File: src/rtl/mem_pkg.sv
// Shared encodings for the data-memory access unit: load/store type codes,
// FSM states and the store byte-enable helper.
package mem_pkg;

  localparam int unsigned XLEN = 32;
  localparam int unsigned BE_W = XLEN / 8;

  typedef enum logic [2:0] {
    LS_W  = 3'b000,
    LS_B  = 3'b001,
    LS_BU = 3'b010,
    LS_H  = 3'b011,
    LS_HU = 3'b100
  } ldst_e;

  typedef enum logic [1:0] {
    IDLE = 2'b00,
    BUSY = 2'b01,
    DONE = 2'b10
  } state_e;

  // Byte enables of a store, from access size and the low address bits.
  function automatic logic [BE_W-1:0] store_be(input logic [2:0] t, input logic [1:0] lsb);
    logic [BE_W-1:0] be;
    be = 4'b1111;
    case (t)
      LS_B:    be = 4'b0001 << lsb;
      LS_H:    be = lsb[1] ? 4'b1100 : 4'b0011;
      default: be = 4'b1111;
    endcase
    return be;
  endfunction

endpackage

File: src/rtl/load_ext.sv
// Lane select and sign/zero extension of a raw memory word for loads.
module load_ext
  import mem_pkg::*;
(
  input  logic [XLEN-1:0] raw_i,
  input  logic [2:0]      type_i,
  input  logic [1:0]      lsb_i,
  output logic [XLEN-1:0] data_c_o
);

  logic [7:0]  byte_c;
  logic [15:0] half_c;

  always_comb begin
    byte_c   = raw_i[7:0];
    half_c   = lsb_i[1] ? raw_i[31:16] : raw_i[15:0];
    data_c_o = raw_i;
    case (lsb_i)
      2'b00:   byte_c = raw_i[7:0];
      2'b01:   byte_c = raw_i[15:8];
      2'b10:   byte_c = raw_i[23:16];
      default: byte_c = raw_i[31:24];
    endcase
    case (ldst_e'(type_i))
      LS_B:    data_c_o = {{24{byte_c[7]}}, byte_c};
      LS_BU:   data_c_o = {24'h0, byte_c};
      LS_H:    data_c_o = {{16{half_c[15]}}, half_c};
      LS_HU:   data_c_o = {16'h0, half_c};
      default: data_c_o = raw_i;
    endcase
  end

endmodule

File: src/rtl/mem_access_unit.sv
// M-stage data-memory initiator: legality check, byte enables and lane
// replication, req/ack handshake with timeout, and load-data extension.
module mem_access_unit
  import mem_pkg::*;
#(
  parameter int unsigned TIMEOUT = 255,
  parameter int unsigned CNT_W   = 16
) (
  input  logic            clk,
  input  logic            reset,
  input  logic            req_valid,
  input  logic            req_re,
  input  logic            req_we,
  input  logic [2:0]      ldst_type,
  input  logic [XLEN-1:0] addr,
  input  logic [XLEN-1:0] wdata_in,
  input  logic [XLEN-1:0] pc,
  output logic            mem_req,
  output logic            mem_we,
  output logic [XLEN-1:0] mem_addr,
  output logic [BE_W-1:0] mem_be,
  output logic [XLEN-1:0] mem_wdata,
  input  logic            mem_ack,
  input  logic [XLEN-1:0] mem_rdata,
  output logic            stall,
  output logic            ld_valid,
  output logic [XLEN-1:0] ld_data,
  output logic            addr_err,
  output logic            bus_err,
  output logic [XLEN-1:0] err_pc
);

  state_e          state_q;
  logic [CNT_W-1:0] cnt_q;
  logic            mem_req_q, mem_we_q, ld_valid_q, addr_err_q, bus_err_q;
  logic [XLEN-1:0] mem_addr_q, mem_wdata_q, ld_data_q, err_pc_q, pc_q;
  logic [BE_W-1:0] mem_be_q;
  logic [2:0]      type_q;
  logic [1:0]      lsb_q;

  logic            is_word_c, is_half_c, is_byte_c, is_op_c, illegal_c;
  logic            go_c, bad_c;
  logic [BE_W-1:0] be_c;
  logic [XLEN-1:0] wdata_c, ext_c;

  // Request decode: legality, store lanes and data replication.
  always_comb begin
    is_word_c = (ldst_type == LS_W);
    is_half_c = (ldst_type == LS_H) || (ldst_type == LS_HU);
    is_byte_c = (ldst_type == LS_B) || (ldst_type == LS_BU);
    is_op_c   = req_re | req_we;
    illegal_c = (req_re & req_we)
              | (is_word_c & (addr[1:0] != 2'b00))
              | (is_half_c & addr[0])
              | (ldst_type > 3'b100)
              | (req_we & ((ldst_type == LS_BU) || (ldst_type == LS_HU)));
    go_c      = (state_q == IDLE) & req_valid & is_op_c & ~illegal_c;
    bad_c     = (state_q == IDLE) & req_valid & is_op_c & illegal_c;
    be_c      = 4'b1111;
    wdata_c   = '0;
    if (req_we) begin
      be_c = store_be(ldst_type, addr[1:0]);
      if (is_byte_c)      wdata_c = {4{wdata_in[7:0]}};
      else if (is_half_c) wdata_c = {2{wdata_in[15:0]}};
      else                wdata_c = wdata_in;
    end
  end

  load_ext u_load_ext (
    .raw_i    (mem_rdata),
    .type_i   (type_q),
    .lsb_i    (lsb_q),
    .data_c_o (ext_c)
  );

  // Transaction FSM; all outputs except stall are registered here.
  always_ff @(posedge clk) begin
    if (reset) begin
      state_q     <= IDLE;
      cnt_q       <= '0;
      mem_req_q   <= 1'b0;
      mem_we_q    <= 1'b0;
      mem_addr_q  <= '0;
      mem_be_q    <= '0;
      mem_wdata_q <= '0;
      ld_valid_q  <= 1'b0;
      ld_data_q   <= '0;
      addr_err_q  <= 1'b0;
      bus_err_q   <= 1'b0;
      err_pc_q    <= '0;
      pc_q        <= '0;
      type_q      <= '0;
      lsb_q       <= '0;
    end else begin
      ld_valid_q <= 1'b0;
      addr_err_q <= 1'b0;
      bus_err_q  <= 1'b0;
      case (state_q)
        IDLE: begin
          if (go_c) begin
            state_q     <= BUSY;
            cnt_q       <= '0;
            mem_req_q   <= 1'b1;
            mem_we_q    <= req_we;
            mem_addr_q  <= {addr[31:2], 2'b00};
            mem_be_q    <= be_c;
            mem_wdata_q <= wdata_c;
            type_q      <= ldst_type;
            lsb_q       <= addr[1:0];
            pc_q        <= pc;
          end else if (bad_c) begin
            addr_err_q <= 1'b1;
            err_pc_q   <= pc;
          end
        end
        BUSY: begin
          if (mem_ack) begin
            state_q   <= DONE;
            mem_req_q <= 1'b0;
            if (!mem_we_q) begin
              ld_valid_q <= 1'b1;
              ld_data_q  <= ext_c;
            end
          end else if (cnt_q == CNT_W'(TIMEOUT - 1)) begin
            state_q   <= DONE;
            mem_req_q <= 1'b0;
            bus_err_q <= 1'b1;
            err_pc_q  <= pc_q;
          end else begin
            cnt_q <= cnt_q + CNT_W'(1);
          end
        end
        DONE:    state_q <= IDLE;
        default: state_q <= IDLE;
      endcase
    end
  end

  assign stall     = go_c | (state_q == BUSY);
  assign mem_req   = mem_req_q;
  assign mem_we    = mem_we_q;
  assign mem_addr  = mem_addr_q;
  assign mem_be    = mem_be_q;
  assign mem_wdata = mem_wdata_q;
  assign ld_valid  = ld_valid_q;
  assign ld_data   = ld_data_q;
  assign addr_err  = addr_err_q;
  assign bus_err   = bus_err_q;
  assign err_pc    = err_pc_q;

endmodule
File: config.mk
export PLATFORM = sky130hd
export DESIGN_NAME = mem_access_unit
export DESIGN_NICKNAME = d
export VERILOG_FILES = /design/src/rtl/mem_pkg.sv /design/src/rtl/load_ext.sv /design/src/rtl/mem_access_unit.sv
export SDC_FILE = /design/constraint.sdc
export NUM_CORES = 1
export LEC_CHECK = 0
export ABC_AREA = 1
export CORE_MARGIN = 4
export CORE_UTILIZATION = 42
export DETAILED_ROUTE_END_ITERATION = 8
export GPL_TIMING_DRIVEN = 0
export PLACE_DENSITY = 0.73
export SETUP_SLACK_MARGIN = 0.2
export SLEW_MARGIN = 20
export SYNTH_ARGS = -nofsm -noshare
export SYNTH_HDL_FRONTEND = slang
export SYNTH_SLANG_ARGS = --single-unit
File: constraint.sdc
create_clock -name clk -period 2.6 [get_ports clk]
set_input_delay 0.78 -clock clk [delete_from_list [all_inputs] [get_ports clk]]
set_output_delay 0.78 -clock clk [all_outputs]
set_load 0.05 [all_outputs]
==> results of run 1 <==
sequential cells by signal, summed over array words and instances (netlist names):
signal and flops:
ld_data 32, state_q 2, mem_be 4, ld_valid 1, cnt_q 16, mem_we 1
addr_err 1, pc_q 32, err_pc 32, mem_req 1, bus_err 1, lsb_q 2
type_q 3, mem_addr 30, mem_wdata 32
worst min-delay path, stage by stage, from the launching register on:
cell and delay [ns]:
dfxtp_1 0.30, inv_1 0.06, a21oi_1 0.05
cells in the final DEF, fill, tap and decap left out, types with 17 or more instances in the layout:
cell             count
nand3_1             49
a21oi_1            144
o21ai_1             44
clkbuf_16           17
dlymetal6s2s_1      43
nor2_1             188
buf_4               17
buf_2               24
nand2_1            299
dfxtp_1            190
inv_1               81
clkdlybuf4s50_1    204
o21ai_0            117
clkbuf_1            30
final cells by class:
type	count	area (um2)	area share (%)
Buffer	76	421.7	3.326
Clock buffer	18	429.2	3.386
Tap cell	270	337.8	2.665
Timing Repair Buffer	282	2907	22.93
Inverter	91	350.3	2.764
Sequential cell	190	3804	30.01
Multi-Input combinational cell	915	4274	33.72
Clock inverter	14	152.6	1.204
cell families (layout without fill, tap and decap cells):
kind of cell	after synthesis	in the layout	synth area share [%]
fa+ha+maj	2	2	0.2873
buf+inv	167	481	8.346
compound gates	328	328	19.64
simple gates	577	577	27.37
xor+xnor	3	3	0.3017
mux	3	3	0.3448
other cells	1	2	0.04306
flops	190	190	43.67
per-layer routing:
metal  vias up  global-route usage (%)  wire (um)
li1       4749                       -          -
met1      4396                   34.21      13580
met4         0                   8.562        841
met2       397                   43.18      14910
met5         -                       0          0
met3        67                   5.461       2215
what timing repair did:
item / CTS / global route
resized for setup: 87 / 63
setup buffers: 10 / 0
pin swaps: 10 / 0
setup endpoints to repair: 78 / 98
path summary, 6_finish.rpt:
check,start,end,slack (ns),cells after the start
max,ldst_type[1],stall,-0.03,12
min,pc_q[24]$_SDFFE_PP0P_,pc_q[24]$_SDFFE_PP0P_,0.45,2
max reg2reg,cnt_q[0]$_SDFFE_PP0P_,cnt_q[12]$_SDFFE_PP0P_,0.45,8
min reg2reg,pc_q[24]$_SDFFE_PP0P_,pc_q[24]$_SDFFE_PP0P_,0.45,2
power groups by stage:
stage / sequential [W] / combinational [W] / clock (W)
final: 0.00316 / 0.00186 / 0.00262
after global routing: 0.00317 / 0.00200 / 0.00276
after CTS: 0.00316 / 0.00186 / 0.00264
after detailed placement: 0.00322 / 0.00182 / 0
after global placement: 0.00322 / 0.00181 / 0
after floorplan: 0.00365 / 0.000672 / 0
metrics by stage:
stage / hold WS [ns] / std cells / setup WS, ns / power, W / utilization (%)
final: 0.4510 / 1856 / -0.03408 / 0.007636 / 62.44
after floorplan: 0.4245 / 1272 / 0.06241 / 0.004324 / -
after detailed placement: 0.4422 / 1814 / -1.525 / 0.005049 / 58.25
after global placement: 0.4351 / 1814 / -1.502 / 0.005031 / 58.25
after global routing: 0.4684 / 1856 / -0.09093 / 0.007931 / 62.44
after CTS: 0.4524 / 1856 / -0.03051 / 0.007655 / 61.80
==> impl_metrics.json, run 1 <==
{
  "status": "finished, violations left",
  "violations": "negative setup slack",
  "wl_mm": 31.55,
  "cts-root-buf": "clkbuf_16",
  "yosys_most_used_dff": "dfxtp_1",
  "tightestPinTransition_ns": 0.7806,
  "cp.arrival_ns": 1.85,
  "drt-vias-per-instance": 5.177,
  "fmax_ghz": 0.3796,
  "fin_nets": 1712,
  "final.period_utilization_pct": 101.3,
  "num_rows": 52,
  "grt_pass1_wl_mm": 49.29,
  "cts_buffers": 17,
  "period_minus_slack_ns": 2.634,
  "setup-violations-final": 1,
  "die_w_um": 152.0,
  "synth_largest_area_cell": "dfxtp_1",
  "gp_congestion": 0.9755,
  "crit_chain": "buf_6, inv_2, nand2_4, nand2_8, nand2_8, nor2_8, nor2_8, nand2_8, buf_12, buf_12, nand2_8, buf_8",
  "synth_edf_count": 0,
  "yosysTopAreaCellShare_pct": 43.67,
  "async_flop_share_pct": 0,
  "die_h_um": 152.0,
  "peakVddDrop_mv": 0.4147,
  "crit_fanout": 6,
  "grt-ovfl-total": 0,
  "cts_max_level": 4,
  "synth_cell_type_count": 41,
  "crit_type": "input port to output pin",
  "switchingPower_w": 0.002530,
  "syn_avg_cell_area_um2": 6.853,
  "power_frac_seq_pct": 41.3,
  "drv_slew": 0,
  "cp-start-kind": "input port",
  "setup_ws_ns": -0.03408,
  "diodes": 0,
  "place_area_um2": 11830,
  "wire_per_inst_um": 17.00,
  "rsz0062_at_grt": "yes",
  "drive_gt1_share_pct": 8.260,
  "tritoncts": "built",
  "syn_inst": 1271,
  "synth_most_common_cell": "nand2_1",
  "fillers": 1930,
  "hold_viol": 0,
  "grt_pass1_vias": 8963,
  "ant_nets": 0,
  "maxCapViolCount": 0,
  "max-slew-margin-rel_pct": 47.96,
  "clkTransAtPathRegs_ns": 0.07,
  "slowest_delay_ns": 0.14,
  "fin_worst_skew_ns": 0.01488,
  "grt_use_total_pct": 26.11,
  "netlist_area_um2": 8710,
  "sw_frac_of_total_pct": 33.13,
  "hpwl_mm": 23.61,
  "ys_ff_latch": 190,
  "port_buffers": 272,
  "end_kind": "output pin",
  "pwr-share-comb_pct": 24.4,
  "initial_core_util_pct": 42.91,
  "intPower_w": 0.005106,
  "drc": 0,
  "min_path_type": "flop to flop",
  "syn2layout_area_growth_pct": 45.54,
  "synth.area.top_cells": "dfxtp_1 44%, nand2_1 13%, a21oi_1 8.3%",
  "fin_setup_tns_ns": -0.03408,
  "grt_max_degree": 19,
  "yosysSeqAreaShare_pct": 43.67,
  "crit_top_cell": "nand2_8",
  "critical_path_buf_inv_count": 5,
  "drtIter0Drc": 778,
  "leakage_nw": 5.931,
  "pin_count": 275,
  "yosysWarnings": 0,
  "vias": 9609,
  "critPathTopFamily": "buffers and inverters",
  "p_per_area_nw_per_um2": 602.4,
  "required_ns": 1.82,
  "die_area_um2": 23110,
  "critPathSlowestCell": "buf_12",
  "drt_first_pass_iters": 6,
  "holdBufCountCts": 0,
  "coreArea_um2": 20300,
  "clkPwrFrac_pct": 34.3,
  "antenna_found_initial": 0,
  "clockBufferDepth": 2,
  "ys_top_cells_by_count": "306 x nand2_1, 190 x dfxtp_1, 189 x nor2_1, 144 x a21oi_1, 117 x o21ai_0",
  "clk_latency_ns": 0.44,
  "design_area_um2": 12680,
  "cts_sinks": 190
}
Power figures use the tool's default switching activity.
==> run 2: changes to the inputs <==
--- a/config.mk
+++ b/config.mk
@@ -6,11 +6,13 @@
 export NUM_CORES = 1
 export LEC_CHECK = 0
 export ABC_AREA = 1
+export CELL_PAD_IN_SITES_DETAIL_PLACEMENT = 0
+export CELL_PAD_IN_SITES_GLOBAL_PLACEMENT = 1
 export CORE_MARGIN = 4
-export CORE_UTILIZATION = 42
+export CORE_UTILIZATION = 35
 export DETAILED_ROUTE_END_ITERATION = 8
 export GPL_TIMING_DRIVEN = 0
-export PLACE_DENSITY = 0.73
+export PLACE_DENSITY = 0.83
 export SETUP_SLACK_MARGIN = 0.2
 export SLEW_MARGIN = 20
 export SYNTH_ARGS = -nofsm -noshare
==> constraint.sdc (replaced) <==
create_clock -name clk -period 3.1 [get_ports clk]
set_input_delay 0.93 -clock clk [delete_from_list [all_inputs] [get_ports clk]]
set_output_delay 0.93 -clock clk [all_outputs]
set_load 0.05 [all_outputs]
==> run 2 against run 1 <==
The flow now finishes without violations. Clock-buffer cell count down 1. First-iteration DRC count shrank 12%. Die area up 19%. Total power is 14% lower. Sequential share of layout area hardly changed. Critical endpoint unchanged. Non-clock buffer count stayed put. Sequential power shrank 16%. Clock skew increased by 0.0049 ns. Via count is 2.2% lower.
==> impl_metrics.json, run 2 (synthesis gave the netlist of run 1 again) <==
{
  "fin_nets": 1712,
  "syn2layout_area_growth_pct": 45.60,
  "wl_mm": 31.97,
  "ant_nets": 0,
  "hpwl_mm": 23.91,
  "power_frac_seq_pct": 40.4,
  "cts_buffers": 17,
  "grt_pass1_vias": 8909,
  "wire_per_inst_um": 16.73,
  "clk_latency_ns": 0.44,
  "required_ns": 2.17,
  "vias": 9399,
  "grt_pass1_wl_mm": 50.14,
  "drc": 0,
  "leakage_nw": 5.100,
  "switchingPower_w": 0.002162,
  "cp-start-kind": "input port",
  "drv_slew": 0,
  "fin_worst_skew_ns": 0.01979,
  "period_minus_slack_ns": 2.945,
  "crit_type": "input port to output pin",
  "peakVddDrop_mv": 0.3016,
  "pin_count": 275,
  "place_inst": 1868,
  "maxCapViolCount": 0,
  "cts_sinks": 190,
  "tightestPinTransition_ns": 0.7472,
  "fmax_ghz": 0.3396,
  "end_kind": "output pin",
  "rsz0062_at_grt": "yes",
  "clockBufferDepth": 2,
  "pwr-share-comb_pct": 24.0,
  "die_h_um": 165.8,
  "antenna_found_initial": 1,
  "cts_max_level": 4,
  "final_common_cell": "nand2_1",
  "cp.arrival_ns": 2.01,
  "final.period_utilization_pct": 95.00,
  "place_area_um2": 11880,
  "p_total_w": 0.006552,
  "status": "finished clean",
  "initial_core_util_pct": 35.71,
  "drt-vias-per-instance": 4.918,
  "p_per_area_nw_per_um2": 516.7,
  "port_buffers": 272,
  "clkPwrFrac_pct": 35.6,
  "grt_max_degree": 20,
  "setup-violations-final": 0,
  "grt-ovfl-total": 0,
  "clkTransAtPathRegs_ns": 0.08,
  "intPower_w": 0.004390,
  "gp_congestion": 0.9013,
  "layout_common_cells": "301 x nand2_1, 263 x clkdlybuf4s50_1, 190 x dfxtp_1",
  "hold_viol": 0,
  "num_rows": 57,
  "min_path_type": "flop to flop",
  "cts-root-buf": "clkbuf_16",
  "drive_gt1_share_pct": 7.629,
  "coreArea_um2": 24390,
  "drt_first_pass_iters": 5,
  "die_w_um": 165.8,
  "tritoncts": "built",
  "holdBufCountCts": 0,
  "crit_fanout": 2,
  "sw_frac_of_total_pct": 33.00,
  "whs_ns": 0.4522,
  "drtIter0Drc": 686,
  "grt_use_total_pct": 22.39,
  "die_area_um2": 27470,
  "max-slew-margin-rel_pct": 49.80,
  "stdcell_count": 1911,
  "design_area_um2": 12680
}
==> run 2: per-stage QoR <==
stage	setup slack [ns]	TNS [ns]	util, %
6_report	0.1550	0	51.99
4_1_cts	0.1674	0	51.98
3_3_place_gp	-1.305	-1.388	48.69
5_1_grt	0.1055	0	51.99
2_1_floorplan	0.2033	0	-
3_5_place_dp	-1.334	-1.526	48.69
==> run 2: what timing repair did <==
item | in CTS | in global routing
gates resized for setup | 76 | 0
buffers inserted | 10 | 0
pin swaps | 10 | 0
hold endpoints to repair | 0 | 0
setup endpoints to repair | 1 | 1
==> run 2: worst max-delay path, stage by stage <==
cell	delay, ns
clkdlybuf4s15_2	0.19
o21ai_4	0.07
nor3_4	0.28
nand2_8	0.08
buf_12	0.14
buf_12	0.12
nand2_8	0.05
buf_8	0.14
==> run 2: final cells by class <==
type | instances | area, um2
fillers | 2491 | 11710
clock inverters | 15 | 197.7
plain buffers | 76 | 407.9
clock buffers | 17 | 425.4
inverters | 91 | 350.3
diodes | 1 | 2.502
flip-flops and latches | 190 | 3804
repair buffers | 282 | 2819
well taps | 324 | 405.4
multi-input cells | 915 | 4269
==> run 2: layer usage <==
| layer | wire [um] | global-route usage (%) | up-vias |
|---|---|---|---|
| met5 | 0 | 0 | - |
| met4 | 553 | 5.954 | 0 |
| met3 | 1758 | 4.428 | 33 |
| met2 | 14810 | 36.06 | 314 |
| met1 | 14850 | 30.87 | 4310 |
| li1 | - | - | 4742 |
==> run 2: worst paths after layout <==
check / slack (ns) / start / cells after the start / end
worst max register to register: 0.91 / state_q[0]$_SDFFE_PP0P_ / 7 / ld_data[6]$_SDFFE_PP0P_
worst max-delay path: 0.16 / req_valid / 8 / stall
worst min-delay path: 0.45 / pc_q[23]$_SDFFE_PP0P_ / 2 / pc_q[23]$_SDFFE_PP0P_
worst min register to register: 0.45 / pc_q[23]$_SDFFE_PP0P_ / 2 / pc_q[23]$_SDFFE_PP0P_
==> run 2: power groups by stage <==
stage               sequential (W)  combinational [W]  clock [W]
global route               0.00266            0.00169    0.00247
finish                     0.00265            0.00157    0.00233
global placement           0.00270            0.00153          0
CTS                        0.00265            0.00157    0.00238
detailed placement         0.00271            0.00153          0
floorplan                  0.00306           0.000561          0
